`config.mk`:
```
export PLATFORM = sky130hd
export DESIGN_NAME = alu_arbiter
export DESIGN_NICKNAME = d
export VERILOG_FILES = /design/src/rtl/alu_arbiter.sv
export SDC_FILE = /design/constraint.sdc
export NUM_CORES = 1
export LEC_CHECK = 0
export CORE_UTILIZATION = 33
export CTS_CLUSTER_SIZE = 24
export DETAILED_ROUTE_END_ITERATION = 10
export MAX_ROUTING_LAYER = met4
export PLACE_DENSITY_LB_ADDON = 0.05
export SLEW_MARGIN = 30
export SYNTH_ARGS = -nofsm -noshare
export SYNTH_HDL_FRONTEND = slang
export SYNTH_SLANG_ARGS = --single-unit
```
`constraint.sdc`:
```
create_clock -name clk -period 2.8 [get_ports clk]
set_input_delay 0.28 -clock clk [delete_from_list [all_inputs] [get_ports clk]]
set_output_delay 0.28 -clock clk [all_outputs]
set_load 0.05 [all_outputs]
```
`src/rtl/alu_arbiter.sv`:
```
// Two-requester arbiter/sequencer in front of a shared combinational ALU.
// Define ALU_ARB_RR_EN for round-robin tie-break; otherwise requester 0 has fixed priority.
module alu_arbiter #(
    parameter int DATA_WIDTH    = 32,
    parameter int OPCODE_LENGTH = 4
) (
    input  logic                     clk,
    input  logic                     reset,
    input  logic [1:0]               req_valid,
    output logic [1:0]               req_ready,
    input  logic [DATA_WIDTH-1:0]    req_a0,
    input  logic [DATA_WIDTH-1:0]    req_b0,
    input  logic [DATA_WIDTH-1:0]    req_a1,
    input  logic [DATA_WIDTH-1:0]    req_b1,
    input  logic [OPCODE_LENGTH-1:0] req_op0,
    input  logic [OPCODE_LENGTH-1:0] req_op1,
    output logic [1:0]               rsp_valid,
    input  logic [1:0]               rsp_ready,
    output logic [DATA_WIDTH-1:0]    rsp_result,
    output logic [DATA_WIDTH-1:0]    alu_srca,
    output logic [DATA_WIDTH-1:0]    alu_srcb,
    output logic [OPCODE_LENGTH-1:0] alu_op,
    input  logic [DATA_WIDTH-1:0]    alu_result
);

    typedef enum logic [1:0] {IDLE, EXEC, RESP} state_t;

    state_t                   state;
    logic [DATA_WIDTH-1:0]    a_q;
    logic [DATA_WIDTH-1:0]    b_q;
    logic [OPCODE_LENGTH-1:0] op_q;
    logic                     owner;
    logic                     grant;

`ifdef ALU_ARB_RR_EN
    logic last_grant;

    always_comb begin
        grant = 1'b0;
        if (req_valid == 2'b10)
            grant = 1'b1;
        else if (req_valid == 2'b11)
            grant = ~last_grant;
    end
`else
    always_comb begin
        grant = (req_valid == 2'b10);
    end
`endif

    // Ready follows valid combinationally so a request can be accepted on the edge it first appears.
    always_comb begin
        req_ready = '0;
        if (state == IDLE && req_valid != 2'b00)
            req_ready = grant ? 2'b10 : 2'b01;
    end

    assign alu_srca = a_q;
    assign alu_srcb = b_q;
    assign alu_op   = op_q;

    always_ff @(posedge clk or posedge reset) begin
        if (reset) begin
            state      <= IDLE;
            a_q        <= '0;
            b_q        <= '0;
            op_q       <= '0;
            owner      <= 1'b0;
            rsp_valid  <= '0;
            rsp_result <= '0;
`ifdef ALU_ARB_RR_EN
            last_grant <= 1'b1;
`endif
        end else begin
            case (state)
                IDLE: begin
                    if (req_valid != 2'b00) begin
                        a_q   <= grant ? req_a1  : req_a0;
                        b_q   <= grant ? req_b1  : req_b0;
                        op_q  <= grant ? req_op1 : req_op0;
                        owner <= grant;
`ifdef ALU_ARB_RR_EN
                        last_grant <= grant;
`endif
                        state <= EXEC;
                    end
                end
                EXEC: begin
                    rsp_result <= alu_result;
                    rsp_valid  <= owner ? 2'b10 : 2'b01;
                    state      <= RESP;
                end
                RESP: begin
                    if (rsp_ready[owner]) begin
                        rsp_valid <= '0;
                        state     <= IDLE;
                    end
                end
                default: state <= IDLE;
            endcase
        end
    end

endmodule

```
* Word-level counts from Yosys, hierarchy flattened
Index checks and enable logic that the tools add are counted.
** Word-level totals
- Flip-flop bits (word level) :: 105
- Bits of input ports :: 174
- Output and inout port bits :: 104
** Cells by class
- Reductions and logical operators :: 7
- Magnitude comparators :: 1
- Muxes and demuxes :: 12
- Eq/ne operators :: 5
** Operator list (number)
- 2-to-1 mux 32 bit :: 2
- 2-to-1 mux 2 bit :: 5
- case mux 2 bit (3 select lines) :: 1
- AND reduction 2 bit :: 3
- == test 2 bit (second input constant) :: 2
- 2-to-1 mux 4 bit :: 1
- case mux 2 bit (2 select lines) :: 1
- nonzero test 2 bit :: 2
- == test 2 x 1 -> 1 bit (second input constant) :: 1
- zero test 2 bit :: 1
- < comparator 1 x 2 -> 1 bit (second input constant) :: 1
- 2-to-1 mux 1 bit :: 2
- != test 2 x 1 -> 1 bit (second input constant) :: 1
- != test 2 bit (second input constant) :: 1
- logical AND 1 bit :: 1

* Logic depth before layout (Yosys ltp)
Gate-level depths: netlist (run 1).
- Word-level depth :: 4
- Mapped depth :: 5
- Mapped depth without buffers :: 3

* Least setup slack after synthesis (run 1)
Ideal clock, no wire load.
- Path type :: input -> output
- Start :: input req_valid[0]
- End :: output req_ready[0]
- Slack :: 1.097 ns
- Arrival :: 1.423 ns
- Stages :: 4
- Cells stage by stage :: clkbuf_1 -> clkbuf_1 -> clkbuf_1 -> and2_1
** Between the ends
- Word-level cells in the longest chain between the ends :: 3
- Elaborated cells between the ends (all ways) :: 5
- Classes of those cells :: 1 x eq/ne; 2 x mux; 2 x reduce/logical
** Ends and longest elaborated chain
- start, declared :: line 9 : input logic [1:0] req_valid,
- == test 2 bit or nonzero test 2 bit (tied branches) :: line 47, 54
- 2-to-1 mux 2 bit or logical AND 1 bit (tied branches) :: line 55, 54
- 2-to-1 mux 2 bit * :: line 54 : if (state == IDLE && req_valid != 2'b00)
- end, declared :: line 10 : output logic [1:0] req_ready,
Every way passes the cells marked *; elsewhere a longest branch is shown, timed or not.

* Worst setup path in the final report (run 1)
- Start :: register state[0]
- End :: output req_ready[1]
** Between the ends
- Word-level cells in the longest chain between the ends :: 3
** Ends and longest elaborated chain
- start, declared :: line 28 : state_t state;
- start signal, assigned :: line 64 : state <= IDLE;
- start signal, assigned :: line 85 : state <= EXEC;
- start signal, assigned :: line 91 : state <= RESP;
- zero test 2 bit :: line 54
- logical AND 1 bit :: line 54
- 2-to-1 mux 2 bit :: line 54
No other way between the ends.

==> results.json, run 1 <==
{
  "status": "finished, final reports clean",
  "gp_congestion": 0.838,
  "clock_skew_ns": 0.00370,
  "r2r-end": "alu_srca[9]",
  "synth_cell_types": 23,
  "cp_max_fo": 33,
  "leakage_uw": 0.00352,
  "mostFrequentLayoutCells": "clkdlybuf4s50_1 (274), dfrtp_1 (105), nand2_1 (96), and3_1 (68), a221o_1 (68)",
  "critical_path_required_ns": 2.52,
  "drt_iter0_markers": 204,
  "grt_use_met3_pct": 4.28,
  "grt_max_degree": 70,
  "max_freq_mhz": 467,
  "wl_per_cell_um": 17.3,
  "crit_buf_inv": 2,
  "grt.overflow.total": 0,
  "via_per_inst": 4.96,
  "cts-hold-fix-buffers": 0,
  "area_delta_synth_final_pct": 74.6,
  "dr.pass1.iters": 4,
  "min_period_ns": 2.14,
  "r2r_slack_ns": 0.96,
  "ys_ff_latch": 105,
  "cts_resized": 0,
  "worstPathCellList": "or2_1 -> nor3b_4 -> buf_4 -> buf_12",
  "ir_drop_mv": 0.570,
  "rows": 41,
  "grt_pass1_vias": 4194,
  "grt_util_met1_pct": 26.5,
  "maxSlewHeadroom_pct": 47.2,
  "synth_warnings": 0,
  "grt_util_all_layers_pct": 21.8,
  "rsz0062_at_grt": "false",
  "cts.sink_count": 105,
  "startpoint_type": "flop",
  "worstPathArrival_ns": 1.86,
  "final_common_cell": "clkdlybuf4s50_1",
  "yosysSeqAreaShare_pct": 59.8,
  "hold_ws_ns": 0.428,
  "port_buffers": 277,
  "wirelength_um": 14400,
  "grtUsageMet2_pct": 35.2,
  "finalNetCount": 830,
  "finalHoldViolCount": 0,
  "die_h_um": 117,
  "synth_nets": 570,
  "insertion_delay_ns": 0.34,
  "clk_pin_slew_ns": 0.07,
  "dpl.hpwl_um": 10100,
  "grt_pass1_wl_um": 22500,
  "critPathKind": "flop to output pin",
  "vias": 4126,
  "timing.reg2reg.worst_path_depth": 4,
  "initial_core_util_pct": 34.3,
  "synth_area_um2": 4400,
  "max-cap-violations": 0,
  "period_share_pct": 76.5,
  "worst_slew_pin_slew_ns": 0.791,
  "holdCritPathClass": "primary input to asynchronous set/reset pin",
  "synthCells": 396,
  "crit_path_top_delay_cell": "dfrtp_1",
  "postCtsSetupBuffers": 0,
  "numCtsBuffers": 9,
  "post-route-drc-count": 0,
  "die_w_um": 117,
  "avgSynthCellArea_um2": 11.1,
  "setup_viol": 0,
  "ctsRootBufferMaster": "clkbuf_16",
  "core_area_um2": 12800,
  "finalSetupTns_ns": 0,
  "r2r_start": "state[0]",
  "power_density_nw_per_um2": 1330,
  "grt.busiest_layer": "met2",
  "io-pin-count": 278,
  "cts_tree": "built",
  "drive_above_1_share_pct": 4.70,
  "diodes": 0,
  "cp_top_family": "buffers and inverters",
  "htreeDepth": 3,
  "die_area_um2": 13800,
  "final_antenna_net_count": 0,
  "drv_slew": 0,
  "power.total_uw": 10200,
  "crit_path_end_kind": "output pin",
  "slowest_delay_ns": 0.47,
  "clockBufferDepth": 2,
  "antenna_found_initial": 0
}
state kept, by name (all words and copies together), names as in the netlist:
| name | cells |
|---|---|
| owner | 1 |
| alu_op | 4 |
| rsp_result | 32 |
| alu_srca | 32 |
| state | 2 |
| rsp_valid | 2 |
| alu_srcb | 32 |
final cells by class:
class / count / area (µm²)
clock inverter: 3 / 65.1
tap: 172 / 215
fill: 1066 / 5150
sequential: 105 / 2630
multi-input combinational: 251 / 1610
timing repair buffer: 286 / 2890
clock buffer: 12 / 246
inverter: 3 / 15.0
synthesized netlist by cell type:
library cell	count	share of area (%)
a221o_1	68	15
or2_1	1	0.14
nor3b_2	1	0.28
a311oi_1	1	0.20
nand3b_1	1	0.17
nand2b_1	2	0.28
buf_2	7	0.80
nor2_1	3	0.26
nand2_1	96	8.2
o21ai_0	1	0.11
a21oi_1	3	0.34
and2_1	1	0.14
mux2_2	1	0.26
buf_4	1	0.17
clkbuf_1	28	2.4
o21ai_2	1	0.20
a221oi_1	1	0.20
nor2_4	1	0.26
dfrtp_1	105	60
inv_1	3	0.26
and3_1	68	9.7
buf_6	1	0.26
nor2b_1	1	0.14
where the power goes:
group / internal, µW / leakage [µW] / switching [µW]
clock: 803 / 0.000153 / 528
combinational: 2210 / 0.00207 / 3920
sequential: 2270 / 0.00129 / 445
total: 5280 / 0.00352 / 4900
cell families (layout without fill, tap and decap cells):
family | Yosys count | after routing | synth area share, %
flip-flops | 105 | 105 | 59.8
AO/OA/AOI/OAI | 75 | 75 | 16.5
multiplexers | 1 | 1 | 0.256
buffers and inverters | 40 | 304 | 3.87
AND/OR/NAND/NOR | 175 | 175 | 19.6
how the worst max path moves through the flow:
stage                            start  slack (ns)  cells past startpoint            to
after floorplan           req_valid[0]        1.10                      4  req_ready[0]
after global placement    req_valid[1]        0.89                      4  req_ready[1]
after detailed placement  req_valid[1]        0.89                      4  req_ready[1]
after CTS                     state[0]        0.63                      4  req_ready[1]
after global routing          state[0]        0.55                      4  req_ready[1]
final                         state[0]        0.66                      4  req_ready[1]
routing by layer:
metal / routed length (µm) / up-vias
li1: - / 1965
met1: 6070 / 1949
met2: 7080 / 190
met3: 915 / 22
met4: 354 / 0
met5: 0 / -
stage by stage:
step / util, % / setup slack [ns] / cell area (µm²) / instances
floorplan: - / 1.10 / 4400 / 396
global placement: 57.4 / 0.889 / 7360 / 817
detailed placement: 57.4 / 0.888 / 7360 / 817
CTS: 59.9 / 0.631 / 7680 / 832
global route: 59.9 / 0.550 / 7680 / 832
finish: 59.9 / 0.658 / 7680 / 832
(Power assumes the default switching activity.)
==> inputs of run 2 (changes only) <==
Settings changed: CORE_UTILIZATION 33 to 37.
Clock period 2.8 ns to 2.2 ns, I/O delays scaled along.
==> run 2 against run 1 <==
- the run now ends with design-rule violations left
- via count grew 2.4%
- flip-flop and latch count unchanged
- register-to-register slack worse by 0.41 ns
- critical endpoint unchanged
- largest power group unchanged
==> results.json, run 2 (synthesis gave the netlist of run 1 again) <==
{
  "status": "finished, violations left",
  "violations": "design-rule violations",
  "finalNetCount": 833,
  "r2r_start": "state[0]",
  "drv_slew": 0,
  "post-route-drc-count": 30,
  "p_int_uw": 6500,
  "vias": 4225,
  "rsz0062_at_grt": "false",
  "post_dp_cell_area_um2": 7350,
  "cts_tree": "built",
  "clockBufferDepth": 2,
  "crit_path_end_kind": "output pin",
  "port_buffers": 277,
  "numCtsBuffers": 9,
  "dr.pass1.iters": 7,
  "max-cap-violations": 0,
  "r2r_slack_ns": 0.55,
  "drt_iter0_markers": 299,
  "startpoint_type": "flop",
  "grt_max_degree": 74,
  "power_switching_uw": 6250,
  "mostFrequentLayoutCells": "clkdlybuf4s50_1 (274), dfrtp_1 (105), nand2_1 (96), and3_1 (68), a221o_1 (68)",
  "antenna_found_initial": 0,
  "worstPathArrival_ns": 1.78,
  "drive_above_1_share_pct": 5.27,
  "cts.sink_count": 105,
  "cp_max_fo": 40,
  "holdCritPathClass": "primary input to asynchronous set/reset pin",
  "grt_use_met3_pct": 5.52,
  "min_period_ns": 2.00,
  "core_area_um2": 11500,
  "dpl.hpwl_um": 10100,
  "timing.reg2reg.worst_path_depth": 4,
  "clk_pin_slew_ns": 0.07,
  "cts_resized": 0,
  "initial_core_util_pct": 38.2,
  "diodes": 0,
  "critical_path_required_ns": 1.98,
  "power.share.sequential_pct": 27.1,
  "gp_congestion": 0.810,
  "grtUsageMet2_pct": 40.3,
  "ctsRootBufferMaster": "clkbuf_16",
  "htreeDepth": 3,
  "via_per_inst": 5.24,
  "final_common_cell": "clkdlybuf4s50_1",
  "power_density_nw_per_um2": 1670,
  "rows": 39,
  "leakage_uw": 0.00351,
  "die_area_um2": 12300,
  "grt.overflow.total": 0,
  "grt.busiest_layer": "met2",
  "insertion_delay_ns": 0.34,
  "r2r-end": "alu_op[2]",
  "cts-hold-fix-buffers": 0,
  "clkPwrFrac_pct": 11.6,
  "ir_drop_mv": 0.784,
  "stdcell_area_um2": 7620,
  "max_freq_mhz": 501,
  "setup_viol": 0,
  "comb_power_share_pct": 61.4,
  "wirelength_um": 14100,
  "period_share_pct": 90.7,
  "area_delta_synth_final_pct": 73.4,
  "grt_pass1_vias": 4235,
  "io-pin-count": 278,
  "clock_skew_ns": 0.0125,
  "wl_per_cell_um": 17.5,
  "sw_frac_of_total_pct": 49.0,
  "grt_util_all_layers_pct": 23.9,
  "finalSetupTns_ns": 0,
  "critPathKind": "flop to output pin",
  "grt_util_met1_pct": 28.0,
  "finalHoldViolCount": 0,
  "maxSlewHeadroom_pct": 61.3,
  "postCtsSetupBuffers": 0,
  "die_h_um": 111,
  "final_antenna_net_count": 0,
  "die_w_um": 111,
  "worst_slew_pin_slew_ns": 0.578,
  "grt_pass1_wl_um": 22300
}
run 2: layer usage:
layer | routed length (µm) | part of all wire, %
met5 | 0 | 0
met4 | 335 | 2.4
met3 | 947 | 6.7
met1 | 5720 | 41
met2 | 7110 | 50
run 2: critical path, cell delays in order (launching register included):
cell and delay, ns:
dfrtp_1 0.47, or2_1 0.29, nor3b_4 0.25, buf_12 0.25
buf_12 0.17
run 2: metrics by stage:
stage | utilization [%] | hold WS (ns) | total power (µW) | std cells | worst slack (ns)
after floorplan | - | 0.324 | 8490 | 396 | 0.604
after global placement | 63.8 | 0.457 | 11200 | 791 | 0.495
after detailed placement | 63.8 | 0.462 | 11300 | 791 | 0.476
after CTS | 66.2 | 0.373 | 12900 | 807 | 0.208
after global routing | 66.2 | 0.394 | 13400 | 807 | 0.137
final | 66.2 | 0.362 | 12800 | 807 | 0.204
run 2: cell type report:
class	instances	area, µm²
timing repair buffer	289	2920
clock inverter	5	38.8
fill	928	3890
multi-input combinational	251	1610
clock buffer	11	233
sequential	105	2630
tap	143	179
inverter	3	15.0
run 2: how the worst max path moves through the flow:
stage / start / end / slack (ns) / cells past startpoint
after floorplan: req_valid[0] / owner / 0.60 / 5
after global placement: req_valid[1] / req_ready[1] / 0.49 / 4
after detailed placement: req_valid[1] / alu_srca[15] / 0.48 / 4
after CTS: state[0] / req_ready[1] / 0.21 / 4
after global routing: state[0] / req_ready[1] / 0.14 / 4
final: state[0] / req_ready[1] / 0.20 / 4
run 2: power groups by stage:
stage / registers [µW] / clock network (µW) / logic (µW)
2_1_floorplan: 6590 / 0 / 1900
3_3_place_gp: 3440 / 0 / 7790
3_5_place_dp: 3450 / 0 / 7890
4_1_cts: 3460 / 1520 / 7880
5_1_grt: 3580 / 1600 / 8200
6_report: 3450 / 1480 / 7830
